$ cat src/rtl/multicycle_ctrl.sv
// Main control FSM for the multicycle RV32I core.
// Sequences the shared ALU, the memory port, the register file and the immediate
// generator over several cycles per instruction. It also handles memory wait
// states, branch resolution and detection of illegal instructions.
module multicycle_ctrl #(
    parameter logic [3:0] RESET_STATE = 4'd0,
    parameter int         SEL_EXT_W   = 3
) (
    input  logic                 clk,
    input  logic                 rst,
    input  logic [31:0]          Ins,
    input  logic                 mem_ready,
    input  logic                 Zero,
    input  logic                 Lt,
    input  logic                 Ltu,
    output logic [SEL_EXT_W-1:0] sel_ext,
    output logic                 PCUpdate,
    output logic                 IRWrite,
    output logic                 AdrSrc,
    output logic                 MemWrite,
    output logic                 RegWrite,
    output logic [1:0]           ALUSrcA,
    output logic [1:0]           ALUSrcB,
    output logic [1:0]           ALUOp,
    output logic [1:0]           ResultSrc,
    output logic                 illegal
);

    // FSM state encoding
    localparam logic [3:0] S_FETCH    = 4'd0;
    localparam logic [3:0] S_DECODE   = 4'd1;
    localparam logic [3:0] S_MEMADR   = 4'd2;
    localparam logic [3:0] S_MEMREAD  = 4'd3;
    localparam logic [3:0] S_MEMWB    = 4'd4;
    localparam logic [3:0] S_MEMWRITE = 4'd5;
    localparam logic [3:0] S_EXECR    = 4'd6;
    localparam logic [3:0] S_EXECI    = 4'd7;
    localparam logic [3:0] S_ALUWB    = 4'd8;
    localparam logic [3:0] S_BRANCH   = 4'd9;
    localparam logic [3:0] S_JAL      = 4'd10;
    localparam logic [3:0] S_JALR     = 4'd11;
    localparam logic [3:0] S_LUI      = 4'd12;
    localparam logic [3:0] S_AUIPC    = 4'd13;
    localparam logic [3:0] S_ILLEGAL  = 4'd14;

    // RV32I major opcodes
    localparam logic [6:0] OP_LOAD   = 7'b0000011;
    localparam logic [6:0] OP_STORE  = 7'b0100011;
    localparam logic [6:0] OP_RTYPE  = 7'b0110011;
    localparam logic [6:0] OP_ITYPE  = 7'b0010011;
    localparam logic [6:0] OP_BRANCH = 7'b1100011;
    localparam logic [6:0] OP_JAL    = 7'b1101111;
    localparam logic [6:0] OP_JALR   = 7'b1100111;
    localparam logic [6:0] OP_LUI    = 7'b0110111;
    localparam logic [6:0] OP_AUIPC  = 7'b0010111;

    // Immediate formats understood by the immediate generator
    localparam logic [SEL_EXT_W-1:0] SEL_I = SEL_EXT_W'(0);
    localparam logic [SEL_EXT_W-1:0] SEL_S = SEL_EXT_W'(1);
    localparam logic [SEL_EXT_W-1:0] SEL_B = SEL_EXT_W'(2);
    localparam logic [SEL_EXT_W-1:0] SEL_U = SEL_EXT_W'(3);
    localparam logic [SEL_EXT_W-1:0] SEL_J = SEL_EXT_W'(4);

    logic [3:0] r_state;
    logic [3:0] w_next_state;
    logic [6:0] w_opcode;
    logic [2:0] w_funct3;
    logic       w_br_taken;
    logic       w_br_valid;
    logic       w_pc_update;
    logic       w_ir_write;
    logic       w_mem_write;
    logic       w_reg_write;
    logic       w_unused;

    assign w_opcode = Ins[6:0];
    assign w_funct3 = Ins[14:12];
    // Only opcode and funct3 steer this block; the rest of Ins feeds the datapath.
    assign w_unused = ^{Ins[31:15], Ins[11:7]};

    // Immediate format follows the opcode in every state
    always_comb begin
        // NOTE: every combinational output gets a default first so no path leaves it unassigned (no latch).
        sel_ext = SEL_I;
        case (w_opcode)
            OP_STORE:          sel_ext = SEL_S;
            OP_BRANCH:         sel_ext = SEL_B;
            OP_LUI, OP_AUIPC:  sel_ext = SEL_U;
            OP_JAL:            sel_ext = SEL_J;
            default:           sel_ext = SEL_I;
        endcase
    end

    // Branch condition from funct3 and the ALU compare flags; 010/011 are not branches
    always_comb begin
        w_br_taken = 1'b0;
        w_br_valid = 1'b1;
        case (w_funct3)
            3'b000:  w_br_taken = Zero;
            3'b001:  w_br_taken = ~Zero;
            3'b100:  w_br_taken = Lt;
            3'b101:  w_br_taken = ~Lt;
            3'b110:  w_br_taken = Ltu;
            3'b111:  w_br_taken = ~Ltu;
            default: w_br_valid = 1'b0;
        endcase
    end

    // Next-state logic
    always_comb begin
        w_next_state = r_state;
        case (r_state)
            S_FETCH:    if (mem_ready) w_next_state = S_DECODE;
            S_DECODE: begin
                case (w_opcode)
                    OP_LOAD, OP_STORE: w_next_state = S_MEMADR;
                    OP_RTYPE:          w_next_state = S_EXECR;
                    OP_ITYPE:          w_next_state = S_EXECI;
                    OP_BRANCH:         w_next_state = S_BRANCH;
                    OP_JAL:            w_next_state = S_JAL;
                    OP_JALR:           w_next_state = S_JALR;
                    OP_LUI:            w_next_state = S_LUI;
                    OP_AUIPC:          w_next_state = S_AUIPC;
                    default:           w_next_state = S_ILLEGAL;
                endcase
            end
            S_MEMADR:   w_next_state = (w_opcode == OP_LOAD) ? S_MEMREAD : S_MEMWRITE;
            S_MEMREAD:  if (mem_ready) w_next_state = S_MEMWB;
            S_MEMWB:    w_next_state = S_FETCH;
            S_MEMWRITE: if (mem_ready) w_next_state = S_FETCH;
            S_EXECR:    w_next_state = S_ALUWB;
            S_EXECI:    w_next_state = S_ALUWB;
            S_ALUWB:    w_next_state = S_FETCH;
            S_BRANCH:   w_next_state = w_br_valid ? S_FETCH : S_ILLEGAL;
            S_JAL:      w_next_state = S_ALUWB;
            S_JALR:     w_next_state = S_JAL;
            S_LUI:      w_next_state = S_FETCH;
            S_AUIPC:    w_next_state = S_ALUWB;
            S_ILLEGAL:  w_next_state = S_ILLEGAL;
            default:    w_next_state = S_ILLEGAL;
        endcase
    end

    // State register; reset aborts any instruction and restarts at fetch
    always_ff @(posedge clk or posedge rst) begin
        // NOTE: sequential state uses non-blocking assignment so all flops update together at the edge.
        if (rst) r_state <= RESET_STATE;
        else     r_state <= w_next_state;
    end

    // Per-state datapath controls and raw strobes; anything not driven stays 0
    always_comb begin
        w_pc_update = 1'b0;
        w_ir_write  = 1'b0;
        w_mem_write = 1'b0;
        w_reg_write = 1'b0;
        AdrSrc      = 1'b0;
        ALUSrcA     = 2'b00;
        ALUSrcB     = 2'b00;
        ALUOp       = 2'b00;
        ResultSrc   = 2'b00;
        illegal     = 1'b0;
        case (r_state)
            S_FETCH: begin
                ALUSrcB     = 2'b10;
                ResultSrc   = 2'b10;
                w_ir_write  = mem_ready;
                w_pc_update = mem_ready;
            end
            S_DECODE: begin
                // OldPC + imm: branch / JAL target parked in ALUOut
                ALUSrcA = 2'b01;
                ALUSrcB = 2'b01;
            end
            S_MEMADR, S_JALR: begin
                ALUSrcA = 2'b10;
                ALUSrcB = 2'b01;
            end
            S_MEMREAD: AdrSrc = 1'b1;
            S_MEMWB: begin
                ResultSrc   = 2'b01;
                w_reg_write = 1'b1;
            end
            S_MEMWRITE: begin
                AdrSrc      = 1'b1;
                w_mem_write = 1'b1;
            end
            S_EXECR: begin
                ALUSrcA = 2'b10;
                ALUOp   = 2'b10;
            end
            S_EXECI: begin
                ALUSrcA = 2'b10;
                ALUSrcB = 2'b01;
                ALUOp   = 2'b10;
            end
            S_ALUWB: w_reg_write = 1'b1;
            S_BRANCH: begin
                ALUSrcA     = 2'b10;
                ALUOp       = 2'b01;
                w_pc_update = w_br_valid & w_br_taken;
            end
            S_JAL: begin
                // PC takes the target in ALUOut while the ALU forms the link OldPC + 4
                ALUSrcA     = 2'b01;
                ALUSrcB     = 2'b10;
                w_pc_update = 1'b1;
            end
            S_LUI: begin
                ResultSrc   = 2'b11;
                w_reg_write = 1'b1;
            end
            S_AUIPC: begin
                ALUSrcA = 2'b01;
                ALUSrcB = 2'b01;
            end
            S_ILLEGAL: illegal = 1'b1;
            default: ;
        endcase
    end

    // Architectural write strobes are held off for as long as reset is asserted
    assign PCUpdate = w_pc_update & ~rst;
    assign IRWrite  = w_ir_write  & ~rst;
    assign MemWrite = w_mem_write & ~rst;
    assign RegWrite = w_reg_write & ~rst;

endmodule

$ cat config.mk
export PLATFORM = sky130hd
export DESIGN_NAME = multicycle_ctrl
export DESIGN_NICKNAME = d
export VERILOG_FILES = /design/src/rtl/multicycle_ctrl.sv
export SDC_FILE = /design/constraint.sdc
export NUM_CORES = 1
export LEC_CHECK = 0
export ABC_AREA = 1
export CORE_UTILIZATION = 35
export DETAILED_ROUTE_END_ITERATION = 10
export GPL_ROUTABILITY_DRIVEN = 1
export GPL_TIMING_DRIVEN = 0
export PLACE_DENSITY = 0.85
export SKIP_CTS_REPAIR_TIMING = 1
export SLEW_MARGIN = 20
export SYNTH_ARGS = -nofsm -noshare
export SYNTH_HDL_FRONTEND = slang
export SYNTH_SLANG_ARGS = --single-unit
export TNS_END_PERCENT = 10
$ cat constraint.sdc
create_clock -name clk -period 2.1 [get_ports clk]
set_clock_uncertainty 0.05 [all_clocks]
set_input_delay 0.42 -clock clk [delete_from_list [all_inputs] [get_ports clk]]
set_output_delay 0.42 -clock clk [all_outputs]
set_load 0.005 [all_outputs]
# --- Word level (Yosys, flattened, before mapping) ---
# Index checks and enable logic that the tools add are counted.
word_totals:
  ff_bits: 4
  out_inout_bits: 17
  in_bits: 38
  elab_cells: 75
classes:
  eq_ne: 31
  bitwise: 9
  mux: 20
  n_reduce_logical: 14
ops:
  columns: ["operator", "count"]
  rows:
  - ["4-bit one-hot mux with 9 select lines", 1]
  - ["4-bit one-hot mux with 8 select lines", 1]
  - ["4-bit equality test, second input constant", 7]
  - ["7-bit by 6-bit equality test with 1-bit output, second input constant", 3]
  - ["7-bit equality test, second input constant", 3]
  - ["4-bit by 3-bit equality test with 1-bit output, second input constant", 4]
  - ["4-bit 2-to-1 mux", 4]
  - ["7-bit by 5-bit equality test with 1-bit output, second input constant", 2]
  - ["3-bit equality test, second input constant", 4]
  - ["2-bit one-hot mux with 2 select lines", 3]
  - ["3-bit one-hot mux with 4 select lines", 1]
  - ["2-bit OR reduction", 5]
  - ["5-bit OR reduction", 2]
  - ["4-bit by 2-bit equality test with 1-bit output, second input constant", 2]
  - ["7-bit by 2-bit equality test with 1-bit output, second input constant", 1]
  - ["1-bit 2-to-1 mux", 6]
  - ["2-bit != test, second input constant", 3]
  - ["1-bit one-hot mux with 6 select lines", 1]
  - ["2-bit one-hot mux with 3 select lines", 1]
  - ["3-bit OR reduction", 2]
  - ["6-bit OR reduction", 1]
  - ["1-bit bitwise AND", 5]
  - ["4-bit by 1-bit equality test with 1-bit output, second input constant", 1]
  - ["4-bit zero test", 1]
  - ["7 further kinds", 10]

# --- Logic depth before layout (Yosys ltp) ---
depth:
  word_depth: 6
  ltp_mapped: 9
  depth_no_buf: 9

# --- Worst setup path before layout ---
# Ideal clock, no wire load.
synth_timing:
  path_type: "reg-to-output"
  start: "register r_state[3]"
  end: "output ALUSrcB[0]"
  n_path_buf: 0
  path_stages_with_launch: 6
  required_ns: 1.630
  arrival_ns: 0.987
  path_slack_ns: 0.643
  path_cell_list: "dfrtp_1 > nor2_4 > inv_2 > nor2_4 > nor2_1 > nand3b_1"
synth_via:
  elab_chain_len: 3
  elab_cells_between_ends: 10
synth_lines:
  columns: ["element", "line_no", "text"]
  rows:
  - ["start: declaration", "64", "logic [3:0] r_state;"]
  - ["start signal: assignment", "148", "else r_state <= w_next_state;"]
  - ["4-bit by 3-bit equality test with 1-bit output (tied with other cells)", "163", "case (r_state)"]
  - ["5-bit OR reduction (no source line) or 2-bit OR reduction (tied branches)", null, null]
  - ["2-bit one-hot mux with 2 select lines (*)", "163", null]
  - ["end: declaration", "23", "output logic [1:0] ALUSrcB,"]
# Every way passes the cells marked *; elsewhere a longest branch is shown, timed or not.

# --- Worst setup path in the final report ---
# Ends and elaborated chain as after synthesis.

==> impl_metrics.tcl <==
set metrics [dict create \
    num_rows 15 \
    clkSlewWorstSetupHoldPaths_ps 40 \
    final_nets 203 \
    largest_reg_flops 4 \
    avgSynthCellArea_sq_um 5.379 \
    status "complete, but fails checks" \
    ys_ff_latch 4 \
    min_period_over_period_pct 105.6 \
    hold_path.class "input pin to async pin" \
    synthesis.area_sq_um 683.2 \
    slew_viol_final 0 \
    ys_seq_area_share_pct 14.65 \
    fp.dieH_um 46.18 \
    antenna_found_initial 0 \
    io_pins 55 \
    drt_pass1_iterations 4 \
    core_area_sq_um 1783 \
    grt_pass1_wl_um 2960 \
    htreeDepth 1 \
    mappedNetlistNets 165 \
    finalHoldViolCount 0 \
    timing.final.crit_period_ps 2218 \
    reg2reg_slack_ps 710 \
    ys_warn_count 0 \
    n_fill_cell 157 \
    fin_ws_ps -118.5 \
    rsz0062_at_grt "true" \
    synth_top_area_cell "nand2_1" \
    route.antenna.remaining_nets 0 \
    grt_pass1_vias 761 \
    p_leak_nw 0.6375 \
    top_register "r_state" \
    power.density_nw_per_um2 895.1 \
    final-setup-viol-count 8 \
    tritoncts "built" \
    arrival_ps 1750 \
    pre_cts_ws_ps -387.8 \
    final.setup.tns_ps -551.3 \
    worst-setup-path-type "register to output port" \
    cts_num_sinks 4 \
    synthCells 127 \
    endpoint_kind "output port" \
    critPathMaxStageDelay_ps 500 \
    wl_per_cell_um 10.52 \
    drive_gt1_share_pct 19.02 \
    cts_buffers 3 \
    portBuffers 32 \
    synth_cell_types 21 \
    cts_root_buf "clkbuf_4" \
    synthToLayoutAreaGrowth_pct 63.37 \
    worst_pin_slew_ps 321.0 \
    timing.rr.end "r_state[2]$_DFFE_PP0P_" \
    start_kind "register" \
    dp_hpwl_um 1599 \
    clk_latency_ps 230 \
    rr_startpoint "r_state[3]$_DFFE_PP0P_" \
    routed_via_density 4.814 \
    grt_use_total_pct 18.48 \
    clock.fmax_ghz 0.4508 \
    drtIter0Drc 11 \
    wl_um 1977 \
    maxCapViolCount 0 \
    vias 905 \
    ff2ff_path_depth 7 \
    yosysTopAreaCellShare_pct 16.48 \
    crit_path_frequent_cell "nor2_4" \
    die_x_um 46.18 \
    fp.dieArea_sq_um 2133 \
    mostFrequentLayoutCells "nand2_1 (29), nor2_1 (24), clkdlybuf4s50_1 (23)" \
    crit_chain "nor2_4 > inv_4 > nor2_4 > a31oi_1 > nand3b_1 > clkdlybuf4s50_1" \
    drc_errors 0 \
    cp_max_fo 6 \
    crit_required_ps 1630 \
    final_common_cell "nand2_1" \
    grt_max_degree 7 \
    reg.largest.list "r_state (4)" \
    violations "setup timing" \
    initial_core_util_pct 38.32 \
    ys_top_cells_by_area "nand2_1 (16%), nor2_1 (15%), dfrtp_1 (15%)" \
    clockBufferDepth 2 \
    slowest_stage "clkdlybuf4s50_1" \
    relSlewSlack_pct 78.38 \
    vdd_drop_max_v 0.0006312 \
    gp_congestion 0.8959 \
    grt_remaining_overflow 0 \
    n_antenna_cell 0 \
]
## cells in the mapped netlist
cell type,count
nand3_2,1
nand2_2,6
nand4_1,1
or2_1,1
nor3_1,1
nor2_4,4
o31ai_1,1
a21o_1,1
nor4_1,2
nand3b_1,3
a31oi_1,1
nand2_1,30
a21oi_1,4
nor2_1,27
o211ai_1,1
inv_2,4
nand3_1,12
dfrtp_1,4
o21ai_0,5
inv_1,17
nand2_4,1
## power by group
group	switching, W	internal [W]
combinational	0.000376	0.000348
clock	0.0000283	0.0000637
sequential	0.0000656	0.000118
## worst max-delay path, delay by kind of cell, from the launching register on
family / cells / cell delay [ps]
buf+inv: 2 / 570
flops: 1 / 470
compound gates: 1 / 70
simple gates: 3 / 400
## layer usage
metal / vias to the layer above / routed length (um) / track usage, %
li1: 477 / - / -
met1: 406 / 907 / 25.71
met2: 22 / 984 / 30.14
met3: 0 / 85 / 0.3922
met4: 0 / 0 / 7.059
met5: - / 0 / 0
## area by class of cell
cell class / instances / area [sq um] / share of cell area, %
well taps: 25 / 31.28 / 2.803
repair buffers: 33 / 350.3 / 31.39
multi-input cells: 102 / 525.5 / 47.09
inverters: 21 / 81.33 / 7.287
clock buffers: 3 / 22.52 / 2.018
flip-flops and latches: 4 / 105.1 / 9.417
## worst max path at each step
| stage | from | slack [ps] | to | cells past startpoint |
|---|---|---|---|---|
| floorplan | r_state[3]$_DFFE_PP0P_ | 640 | ALUSrcB[0] | 5 |
| global placement | Ins[1] | -380 | sel_ext[0] | 6 |
| detailed placement | Ins[4] | -390 | sel_ext[1] | 6 |
| CTS | Ins[1] | -390 | sel_ext[0] | 6 |
| global route | r_state[3]$_DFFE_PP0P_ | -230 | ALUSrcB[0] | 6 |
| finish | r_state[3]$_DFFE_PP0P_ | -120 | ALUSrcB[0] | 6 |
## stage by stage
step / util, % / cells / instance area [sq um] / total power [W] / hold slack (ps)
floorplan: - / 127 / 683.2 / 0.0005745 / 136.1
global placement: 58.04 / 184 / 1035 / 0.0008695 / 607.5
detailed placement: 58.04 / 184 / 1035 / 0.0008860 / 606.0
CTS: 59.30 / 187 / 1057 / 0.0009860 / 455.0
global route: 62.60 / 188 / 1116 / 0.001093 / 503.2
finish: 62.60 / 188 / 1116 / 0.0009990 / 455.5
## kinds of logic (layout without fill, tap and decap cells)
| family | Yosys count | in the layout | synth area share (%) |
|---|---|---|---|
| AOI/OAI and AO/OA | 13 | 13 | 10.81 |
| buffers and inverters | 21 | 57 | 11.54 |
| DFF | 4 | 4 | 14.65 |
| and+or+nand+nor | 89 | 89 | 63.00 |
Power figures use the tool's default switching activity.
